==> config.mk <==
export PLATFORM = sky130hd
export DESIGN_NAME = vend_credit_ctrl
export DESIGN_NICKNAME = d
export VERILOG_FILES = /design/src/rtl/vend_pkg.sv /design/src/rtl/edge_sync.sv /design/src/rtl/vend_credit_ctrl.sv
export SDC_FILE = /design/constraint.sdc
export NUM_CORES = 1
export LEC_CHECK = 0
export ABC_AREA = 1
export CAP_MARGIN = 20
export CORE_ASPECT_RATIO = 0.75
export CORE_MARGIN = 2
export CORE_UTILIZATION = 54
export DETAILED_ROUTE_END_ITERATION = 16
export PLACE_DENSITY = 0.77
export SLEW_MARGIN = 10
export SYNTH_ARGS = -nofsm -noshare
export SYNTH_HDL_FRONTEND = slang
export SYNTH_HIERARCHICAL = 1
export SYNTH_SLANG_ARGS = --single-unit
==> constraint.sdc <==
create_clock -name clk -period 2.5 [get_ports clk]
set_input_delay 0.25 -clock clk [delete_from_list [all_inputs] [get_ports clk]]
set_output_delay 0.25 -clock clk [all_outputs]
set_load 0.02 [all_outputs]
==> src/rtl/vend_pkg.sv <==
// Shared types and constants for the vending credit controller.
package vend_pkg;

  typedef enum logic [1:0] {IDLE, CREDIT, VEND, REFUND} state_t;

  localparam int CREDIT_W = 4;

  localparam logic [CREDIT_W-1:0] COIN_A_VAL = 4'd1;
  localparam logic [CREDIT_W-1:0] COIN_B_VAL = 4'd2;

endpackage

==> src/rtl/edge_sync.sv <==
// Two-flop synchroniser followed by a rising-edge detector; one pulse per 0->1.
module edge_sync (
  input  logic clk,
  input  logic rst_n,
  input  logic din,
  output logic pulse
);

  // [0],[1] synchronise; [2] holds the previous synchronised level
  logic [2:0] sh_q;
  logic [2:0] sh_d;

  always_comb begin
    sh_d = {sh_q[1:0], din};
  end

  always_ff @(posedge clk or negedge rst_n) begin
    if (!rst_n) begin
      sh_q <= '0;
    end else begin
      sh_q <= sh_d;
    end
  end

  assign pulse = sh_q[1] & ~sh_q[2];

endmodule

==> src/rtl/vend_credit_ctrl.sv <==
// Vending credit controller: conditions buttons, accumulates credit, drives
// vend/change/reject strobes and the 4-bit credit digit for the display.
//
// state  | meaning
// IDLE   | no credit held, waiting for a coin
// CREDIT | credit held, accepting coins, buy or cancel
// VEND   | vend strobe active for VEND_CYCLES cycles
// REFUND | paying back remaining credit one unit per cycle
module vend_credit_ctrl
  import vend_pkg::*;
#(
  parameter int PRICE       = 5,
  parameter int MAX_CREDIT  = 8,
  parameter int VEND_CYCLES = 4
) (
  input  logic                clk,
  input  logic                rst_n,
  input  logic                coin_a,
  input  logic                coin_b,
  input  logic                buy,
  input  logic                cancel,
  output logic [CREDIT_W-1:0] credit,
  output logic                vend,
  output logic                change_pulse,
  output logic                coin_reject,
  output logic                busy
);

  localparam int CNT_W = (VEND_CYCLES > 1) ? $clog2(VEND_CYCLES) : 1;

  logic ev_a, ev_b, ev_buy, ev_cancel;

  edge_sync u_sync_a      (.clk(clk), .rst_n(rst_n), .din(coin_a), .pulse(ev_a));
  edge_sync u_sync_b      (.clk(clk), .rst_n(rst_n), .din(coin_b), .pulse(ev_b));
  edge_sync u_sync_buy    (.clk(clk), .rst_n(rst_n), .din(buy),    .pulse(ev_buy));
  edge_sync u_sync_cancel (.clk(clk), .rst_n(rst_n), .din(cancel), .pulse(ev_cancel));

  state_t              state_q, state_d;
  logic [CREDIT_W-1:0] credit_q, credit_d;
  logic [CNT_W-1:0]    vend_cnt_q, vend_cnt_d;
  logic                vend_q, vend_d;
  logic                change_q, change_d;
  logic                reject_q, reject_d;
  logic                busy_q, busy_d;

  logic                coin_ev;
  logic [CREDIT_W-1:0] coin_val;
  logic [CREDIT_W:0]   coin_sum;

  always_comb begin
    coin_ev  = ev_a | ev_b;
    coin_val = ev_b ? COIN_B_VAL : COIN_A_VAL;
    coin_sum = {1'b0, credit_q} + {1'b0, coin_val};
  end

  always_comb begin
    state_d    = state_q;
    credit_d   = credit_q;
    vend_cnt_d = vend_cnt_q;
    change_d   = 1'b0;
    reject_d   = 1'b0;

    unique case (state_q)
      IDLE, CREDIT: begin
        if (ev_cancel) begin
          reject_d = coin_ev;
          if (state_q == CREDIT) begin
            if (credit_q != '0) begin
              state_d  = REFUND;
              credit_d = credit_q - 1'b1;
              change_d = 1'b1;
            end else begin
              state_d = IDLE;
            end
          end
        end else if (ev_buy) begin
          reject_d = coin_ev;
          if (state_q == CREDIT && credit_q >= CREDIT_W'(PRICE)) begin
            state_d    = VEND;
            credit_d   = credit_q - CREDIT_W'(PRICE);
            vend_cnt_d = CNT_W'(VEND_CYCLES - 1);
          end
        end else if (coin_ev) begin
          // coin_a losing to coin_b in the same cycle is a rejected event
          reject_d = ev_a & ev_b;
          if (coin_sum <= (CREDIT_W + 1)'(MAX_CREDIT)) begin
            credit_d = coin_sum[CREDIT_W-1:0];
            state_d  = CREDIT;
          end else begin
            reject_d = 1'b1;
          end
        end
      end

      VEND: begin
        reject_d = coin_ev;
        if (vend_cnt_q == '0) begin
          if (credit_q != '0) begin
            state_d  = REFUND;
            credit_d = credit_q - 1'b1;
            change_d = 1'b1;
          end else begin
            state_d = IDLE;
          end
        end else begin
          vend_cnt_d = vend_cnt_q - 1'b1;
        end
      end

      REFUND: begin
        reject_d = coin_ev;
        if (credit_q != '0) begin
          credit_d = credit_q - 1'b1;
          change_d = 1'b1;
        end else begin
          state_d = IDLE;
        end
      end

      default: state_d = IDLE;
    endcase

    vend_d = (state_d == VEND);
    busy_d = (state_d == VEND) || (state_d == REFUND);
  end

  always_ff @(posedge clk or negedge rst_n) begin
    if (!rst_n) begin
      state_q    <= IDLE;
      credit_q   <= '0;
      vend_cnt_q <= '0;
      vend_q     <= 1'b0;
      change_q   <= 1'b0;
      reject_q   <= 1'b0;
      busy_q     <= 1'b0;
    end else begin
      state_q    <= state_d;
      credit_q   <= credit_d;
      vend_cnt_q <= vend_cnt_d;
      vend_q     <= vend_d;
      change_q   <= change_d;
      reject_q   <= reject_d;
      busy_q     <= busy_d;
    end
  end

  assign credit       = credit_q;
  assign vend         = vend_q;
  assign change_pulse = change_q;
  assign coin_reject  = reject_q;
  assign busy         = busy_q;

  // A wrapped decrement would show up as 15, so the cap also guards underflow;
  // the second check pins the step out of zero to at most one coin.
  a_credit_cap : assert property (@(posedge clk) disable iff (!rst_n)
    credit_q <= CREDIT_W'(MAX_CREDIT));

  a_no_underflow : assert property (@(posedge clk) disable iff (!rst_n)
    ($past(credit_q) == '0) |-> (credit_q <= COIN_B_VAL));

endmodule
# Word level (Yosys, flattened, before mapping)
# Cells that the tools add are included.
dict set report totals {
  reg_bits 24
  latch_bits 0
  ramBits 0
  rom_bits 0
  in_bits 6
  out_inout_bits 8
  wordCells 86
  n_memories 0
}
dict set report op_classes {
  n_addsub 4
  mul 0
  n_div 0
  magnitude_cmp 2
  n_eq_ne 14
  shift 0
  muxes 35
  bitwise 10
  reduce_logical 10
}
# cell count
set op_table {}
lappend op_table {{2-to-1 mux 4 bit} 8}
lappend op_table {{2-to-1 mux 2 bit} 14}
lappend op_table {{!= test 4 bit (second input constant)} 3}
lappend op_table {{one-hot mux 4 bit (3 select lines)} 1}
lappend op_table {{!= test 2 bit (second input constant)} 5}
lappend op_table {{AND reduction 5 bit} 2}
lappend op_table {{equality test 2 bit (second input constant)} 4}
lappend op_table {{2-to-1 mux 1 bit} 8}
lappend op_table {{one-hot mux 2 bit (3 select lines)} 1}
lappend op_table {{adder 4 x 2 -> 5 bit} 1}
lappend op_table {{bitwise AND 1 bit} 5}
lappend op_table {{less-or-equal comparator 5 x 4 -> 1 bit (second input constant)} 1}
lappend op_table {{greater-or-equal comparator 4 x 3 -> 1 bit (second input constant)} 1}
lappend op_table {{logical NOT 2 bit} 2}
lappend op_table {{inverter 1 bit} 4}
lappend op_table {{one-hot mux 2 bit (2 select lines)} 1}
lappend op_table {{nonzero test 4 bit} 1}
lappend op_table {{OR reduction 2 bit} 2}
lappend op_table {{subtractor 4 x 1 -> 4 bit (second input constant)} 1}
lappend op_table {{subtractor 4 x 3 -> 4 bit (second input constant)} 1}
lappend op_table {{!= test 3 bit (second input constant)} 1}
lappend op_table {{one-hot mux 1 bit (3 select lines)} 1}
lappend op_table {{equality test 2 x 1 -> 1 bit (second input constant)} 1}
lappend op_table {{one-hot mux 1 bit (2 select lines)} 1}
lappend op_table {{5 further kinds} 5}

# Longest topological paths before layout
# Gate-level depths: netlist (run 1).
dict set report depth {
  ltp_word 12
  ltp_mapped 14
  mapped_depth_nobuf 14
}

# Cells and area by module
# Netlist (run 1), hierarchy kept.
# module instances cells_each area_per_inst_um2 seq_area_each_um2
set by_module_without_submodules {}
lappend by_module_without_submodules {vend_credit_ctrl 1 129 923.4 275.3}
lappend by_module_without_submodules {edge_sync 4 5 85.1 75.1}

# Worst setup path before layout (run 1)
# OpenSTA, ideal clock, no wires.
dict set report synth_path {
  kind {register to register}
  from {register u_sync_b.sh_q[2]}
  to {register credit_q[3], in the netlist credit[3]}
  setup_ps 118
  arrival_time_ps 1863
  t_required_ps 2382
  slack_ps 518
  path_stages_with_launch 13
  n_path_buf 0
  period_less_slack_ps 1982
  cell_sequence {dfrtp_1 nor2_2 inv_1 ha_1 fa_1 nor2_1 nand3_1 nand3_2 nand3_2 nand2_2 nand2_4 nand2_1 nand2_1}
}
dict set report synth_via {
  elab_chain_cells 9
  word_cells_on_any_way 14
  cone_classes {add/sub (1); order compare (1); eq/ne (2); mux (6); bitwise (3); reduce/logical (1)}
}
# element line_no
set synth_rtl {}
lappend synth_rtl {{from (decl)} edge_sync.sv:10} ;# logic [2:0] sh_q;
lappend synth_rtl {{from (signal assigned)} edge_sync.sv:19} ;# sh_q <= '0;
lappend synth_rtl {{from (signal assigned)} edge_sync.sv:21} ;# sh_q <= sh_d;
lappend synth_rtl {{inverter 1 bit *} edge_sync.sv:25} ;# assign pulse = sh_q[1] & ~sh_q[2];
lappend synth_rtl {{bitwise AND 1 bit *} edge_sync.sv:25}
lappend synth_rtl {{via ev_b} vend_credit_ctrl.sv:31} ;# logic ev_a, ev_b, ev_buy, ev_cancel;
lappend synth_rtl {{branches (longest 7 deep; another with adder 4 x 2 -> 5 bit)} n/a}
lappend synth_rtl {{to (signal assigned)} vend_credit_ctrl.sv:138} ;# credit_q <= credit_d;
lappend synth_rtl {{to (decl)} vend_credit_ctrl.sv:39} ;# logic [CREDIT_W-1:0] credit_q, credit_d;
# Mark *: on every way through the listed nets, which the timed path passes. The select of a mux whose other input is x is not followed.
# A chain may end at the register's enable or synchronous reset.

# Worst setup path in the final report (run 1)
dict set report layout_path {
  from {register u_sync_b.sh_q[2]}
  to {register credit_q[2], in the netlist credit[2]}
}
# The elaborated chain is that of the path after synthesis.

==> metrics.txt, run 1 <==
Avg Cell Area, Syn 8.481 um2; crit path capture credit[2]; Fmax 0.4631 GHz; sw frac 0.4642; CORE AREA 2252 um2; global-route wire length before repair just over 4000 um; Die Area 2747 um2; Port Buffer Count 13; Worst Setup SP u_sync_b/sh_q[2]; final wirelength 2414 um; worst-skew pair later-pin latency ~290 ps; Hold WC Path Type in2async; initial DRC count 42; pwr dens 1160 nW/um2; Netlist cell types 25; RR Startpoint u_sync_b/sh_q[2]; Crit. End Element flop; worst-margin pin slew 439.9 ps; final hold violation count 0; reg2reg end credit[2]; final worst-path cycle share 0.8637; CP Class reg2reg; Final GP Congestion 0.8327; Final ANT Viol Nets 0; status complete, no violations; switching power 0.7795 mW; Final min period 2159 ps; Netlist Area Pre-Place about 1300 um2; Seq/Total Area, Yosys 0.4554; flop-to-flop setup slack 340 ps; Wirelength per Cell 12.64 um; row count 15; CTS Buffer Depth 2; Worst Skew 3.353 ps; total CTS buffers 3; Setup crit start kind flop; unrepaired setup endpoints after global routing false; vias in the first global route 944; CTS tree built; Post-CTS Setup Bufs 0; Syn-to-layout area delta 14.55%; Cells after Synth 149; Main synth FF type dfrtp_1; nets@finish 179; Die Ht between 40 and 50 um; CP max FO 5; Fin Setup TNS 0 ps; final global-route overflow total 0; Clock Sink Count 23; Overall Power 1.679 mW; H-tree Lvls 1; Root Buffer clkbuf_4; Max-slew headroom 0.7068; CTS resizes 0; commonest non-fill, non-tap cell in the layout nand2_1; largest net degree at the start of global routing 24; most frequent cells in the layout nand2_1 (40), dfrtp_1 (23), inv_1 (19), nand3_1 (19), clkdlybuf4s50_1 (13); Critical Path AT 2350 ps; Non-Filler Cell Area, Final 1448 um2; combinational power share 0.563; clock power share 0.096; TritonRoute pass-1 iters 4; sequential share of power 0.341; DP Area 1421 um2; synth warn 6; Yosys reg bits 23; worst hold slack 284.8 ps; R2R cell count 12; leakage power 0.7308 nW; Final setup viols 0; antenna violations before repair 0; post-synth net total 161; critical path required time around 2700 ps; cts hold-fix bufs 0; DP Wirelength 1892 um; Vias 995; maximum VDD drop roughly 600 uV; Synth async-reset ratio 1.000; final slew viol count 0; # IOs 14; n_diodes 0; Reg clk slew, reported paths 120 ps; Layout fillers 197; Vias/cell 5.209; Post-route DRC 0; Die X 59.86 um; Internal between 0.8 and 0.9 mW; Total GRT Usage 0.2017; layout cells sized above 1 0.1747; EDFF count, synth 0; Initial Utilization 0.5611; Max-Cap Viols 0
-- routing by layer --
metal	GRT usage	vias up	routed length (um)
li1	-	509	-
met1	0.2836	461	1170
met2	0.3261	23	1136
met3	0.01705	2	93
met4	0.08000	0	13
met5	0	-	0
-- worst max-delay path, cell delays in order (launching register included) --
cell	delay, ps
dfrtp_1	390
nor2_2	230
inv_1	70
ha_1	220
fa_1	460
nor2_1	110
nand3_1	90
nand3_2	100
nand3_2	70
nand2_2	120
nand2_4	70
nand2_1	70
nand2_1	60
-- logic make-up (layout without fill, tap and decap cells) --
| group | Yosys count | in the layout | synth area share |
|---|---|---|---|
| AO/OA/AOI/OAI | 6 | 6 | 0.04158 |
| XOR/XNOR | 1 | 1 | 0.006932 |
| adder cells (fa/ha/maj) | 6 | 6 | 0.06535 |
| buffers and inverters | 24 | 41 | 0.07722 |
| flip-flops | 23 | 23 | 0.4554 |
| AND/OR/NAND/NOR | 89 | 89 | 0.3535 |
-- per-stage QoR --
stage          std cells  setup WS, ps    util
6_report             191         340.7  0.6428
4_1_cts              191         331.2  0.6428
3_5_place_dp         187         339.7  0.6311
5_1_grt              191         137.3  0.6428
3_3_place_gp         187         450.3  0.6311
2_1_floorplan        149         518.5       -
-- Yosys cell counts (2+ instances only) --
cell     count  area share
nand3_1     19       0.075
nand2_1     40        0.12
inv_2        4       0.012
dfrtp_1     23        0.46
nor2_1       5       0.015
nor2_2       6       0.030
nor3_1       2      0.0079
nand2_2      5       0.025
inv_1       19       0.056
nand4_1      3       0.015
ha_1         5       0.050
nand3_2      5       0.040
-- sequential cells by signal, indices dropped and copies added, names as in the netlist, 2 cells and up --
signal              flops
credit                  4
u_sync_a/sh_q           3
u_sync_b/sh_q           3
u_sync_buy/sh_q         3
u_sync_cancel/sh_q      3
vend_cnt_q              2
-- cell type report --
class	count	area, um2	area share
Clock buffer	4	26.28	0.01815
Multi-Input combinational cell	102	590.6	0.4080
Tap cell	25	31.28	0.02161
Inverter	23	86.33	0.05964
Sequential cell	23	575.6	0.3976
Timing Repair Buffer	14	137.6	0.09507
-- worst min-delay path by stage --
stage / endpoint / depth (start not counted)
4_1_cts: busy / 2
2_1_floorplan: busy / 0
6_report: busy / 2
5_1_grt: busy / 2
3_3_place_gp: u_sync_a/sh_q[1] / 0
3_5_place_dp: u_sync_cancel/sh_q[1] / 0
-- power by group through the flow --
stage | Clock [mW] | Sequential [mW] | Combinational [mW]
floorplan | 0 | 0.607 | 0.652
global placement | 0 | 0.576 | 0.908
detailed placement | 0 | 0.579 | 0.943
CTS | 0.166 | 0.572 | 0.947
global route | 0.180 | 0.589 | 1.07
finish | 0.161 | 0.573 | 0.945
Power figures use the tool's default switching activity.
==> run 2, diff against run 1 <==
--- a/config.mk
+++ b/config.mk
@@ -6,12 +6,12 @@
 export NUM_CORES = 1
 export LEC_CHECK = 0
 export ABC_AREA = 1
-export CAP_MARGIN = 20
 export CORE_ASPECT_RATIO = 0.75
 export CORE_MARGIN = 2
-export CORE_UTILIZATION = 54
+export CORE_UTILIZATION = 49
+export CTS_CLUSTER_DIAMETER = 60
 export DETAILED_ROUTE_END_ITERATION = 16
-export PLACE_DENSITY = 0.77
+export PLACE_DENSITY = 0.74
 export SLEW_MARGIN = 10
 export SYNTH_ARGS = -nofsm -noshare
 export SYNTH_HDL_FRONTEND = slang
==> constraint.sdc (replaced) <==
create_clock -name clk -period 1.79 [get_ports clk]
set_input_delay 0.179 -clock clk [delete_from_list [all_inputs] [get_ports clk]]
set_output_delay 0.179 -clock clk [all_outputs]
set_load 0.02 [all_outputs]
==> metrics.txt, run 2 (synthesized netlist as in run 1, its figures left out) <==
status finished, violations left; failing checks setup timing; slowest stage delay, CP 420 ps; Final GP Congestion 0.8641; worst-skew pair later-pin latency 320 ps; CP max FO 5; final slew viol count 0; Wirelength per Cell 13.18 um; commonest non-fill, non-tap cell in the layout nand2_1; pwr dens roughly 1700 nW/um2; Total GRT Usage 0.1965; Vias 1091; nets@finish 186; Fmax 0.5023 GHz; Final ANT Viol Nets 0; final hold violation count 0; Critical Path AT 2210 ps; max FFs per register 4; crit path max-delay cell type fa_2; Vias/cell 5.271; Syn-to-layout area delta 22.28%; combinational power share 0.589; Final setup viols 6; total CTS buffers 3; Hold WC Path Type in2async; FF+latch area 578.1 um2; initial DRC count between 100 and 150; Max-slew headroom 0.7524; Critical path buffers and inverters 2; final wirelength around 2700 um; Layout Utilization 0.6534; final worst-path cycle share 1.112; Post-route DRC 0; unrepaired setup endpoints after global routing true; Port Buffer Count 13; n_diodes 0; critical path required time 2010 ps; Die Area 3005 um2; CORE AREA 2365 um2; Max-Cap Viols 0; cts hold-fix bufs 0; Final min period 1991 ps; Setup crit start kind flop; clock power share 0.097; most frequent cells in the layout nand2_1 (40), dfrtp_1 (21), nand3_1 (19); global-route wire length before repair 4353 um; Clock Sink Count 23; DP Wirelength 2045 um; critical-path cell list inv_2 -> nor2_4 -> inv_2 -> ha_4 -> fa_2 -> nor2_1 -> nand3_1 -> nand3_2 -> nand3_2 -> nand2_4 -> nand2_4 -> nand2_1 -> nand2_1; Worst Skew 3.359 ps; Internal between 1 and 1.5 mW; Layout Cells excl Fill 207; final global-route overflow total 0; Crit. End Element flop; Layout fillers between 200 and 250; final worst setup slack -200.8 ps; Die X 62.64 um; sequential share of power 0.314; Initial Utilization 0.5344; Reg clk slew, reported paths 130 ps; CTS tree built; worst-margin pin slew 370.9 ps; cell count after placement between 200 and 250; maximum VDD drop about 770 uV; CTS Buffer Depth 2; leakage power 0.7630 nW; row count 15; CP top delay family simple AND/OR/NAND/NOR gates; sw frac 0.4698; layout cells sized above 1 0.2543; switching power approximately 1.2 mW; antenna violations before repair 0; CP Class reg2reg; Die Ht 47.98 um; TritonRoute pass-1 iters 6; largest net degree at the start of global routing 24; H-tree Lvls 1; area of the multi-input gates 618.1 um2; setup slack at placement -200.0 ps; Root Buffer clkbuf_4; vias in the first global route 955; # IOs 14; worst hold slack roughly 180 ps
[run 2: cell count changes in the layout (fill, tap and decap cells not counted), moves of 2 or more]
cell     previous run  this run
buf_4               1         8
dfrtp_1            23        21
inv_1              19        17
ha_1                5         3
inv_2               4         6
dfrtp_2             0         2
[run 2: layer usage]
layer / part of all wire / track usage / vias up
met5: 0 / 0 / -
met2: 0.47 / 0.3441 / 43
met1: 0.46 / 0.2556 / 523
met4: 0.0077 / 0.06667 / 0
met3: 0.067 / 0.04000 / 4
li1: - / - / 521
[run 2: what timing repair did]
action                                  CTS  global route
buffers inserted                          2             0
gates resized for setup                   2             3
pin swaps                                 2             2
endpoints found under the setup margin    7             6
[run 2: final cells by class]
type	count	area share
sequential	23	0.3741
inverter	23	0.05587
tap	34	0.02753
clock buffer	3	0.01457
timing repair buffer	21	0.1231
clock inverter	1	0.004858
multi-input combinational	102	0.4000
[run 2: path summary, 6_finish.rpt]
kind | startpoint | to | slack (ps) | depth (start not counted)
max in group asynchronous | rst_n | credit[0] | 1360 | 2
max reg2reg | u_sync_b/sh_q[1] | credit[2] | -200 | 13
min in group clk | coin_b | u_sync_b/sh_q[0] | 280 | 1
max | u_sync_b/sh_q[1] | credit[2] | -200 | 13
min reg2reg | u_sync_b/sh_q[0] | u_sync_b/sh_q[1] | 370 | 0
min | rst_n | vend_cnt_q[1] | 180 | 2
[run 2: through the flow]
stage	cell area (um2)	power (mW)	TNS [ps]
after floorplan	1277	1.773	-411.2
after global placement	1484	2.152	-376.1
after detailed placement	1484	2.228	-772.0
after CTS	1533	2.521	-851.2
after global routing	1545	2.764	-1467
final	1545	2.566	-902.7
[run 2: power groups by stage]
stage,Sequential [mW],Combinational [mW],Clock (mW)
2_1_floorplan,0.852,0.921,0
3_3_place_gp,0.793,1.36,0
3_5_place_dp,0.804,1.42,0
4_1_cts,0.795,1.47,0.256
5_1_grt,0.824,1.66,0.279
6_report,0.805,1.51,0.249
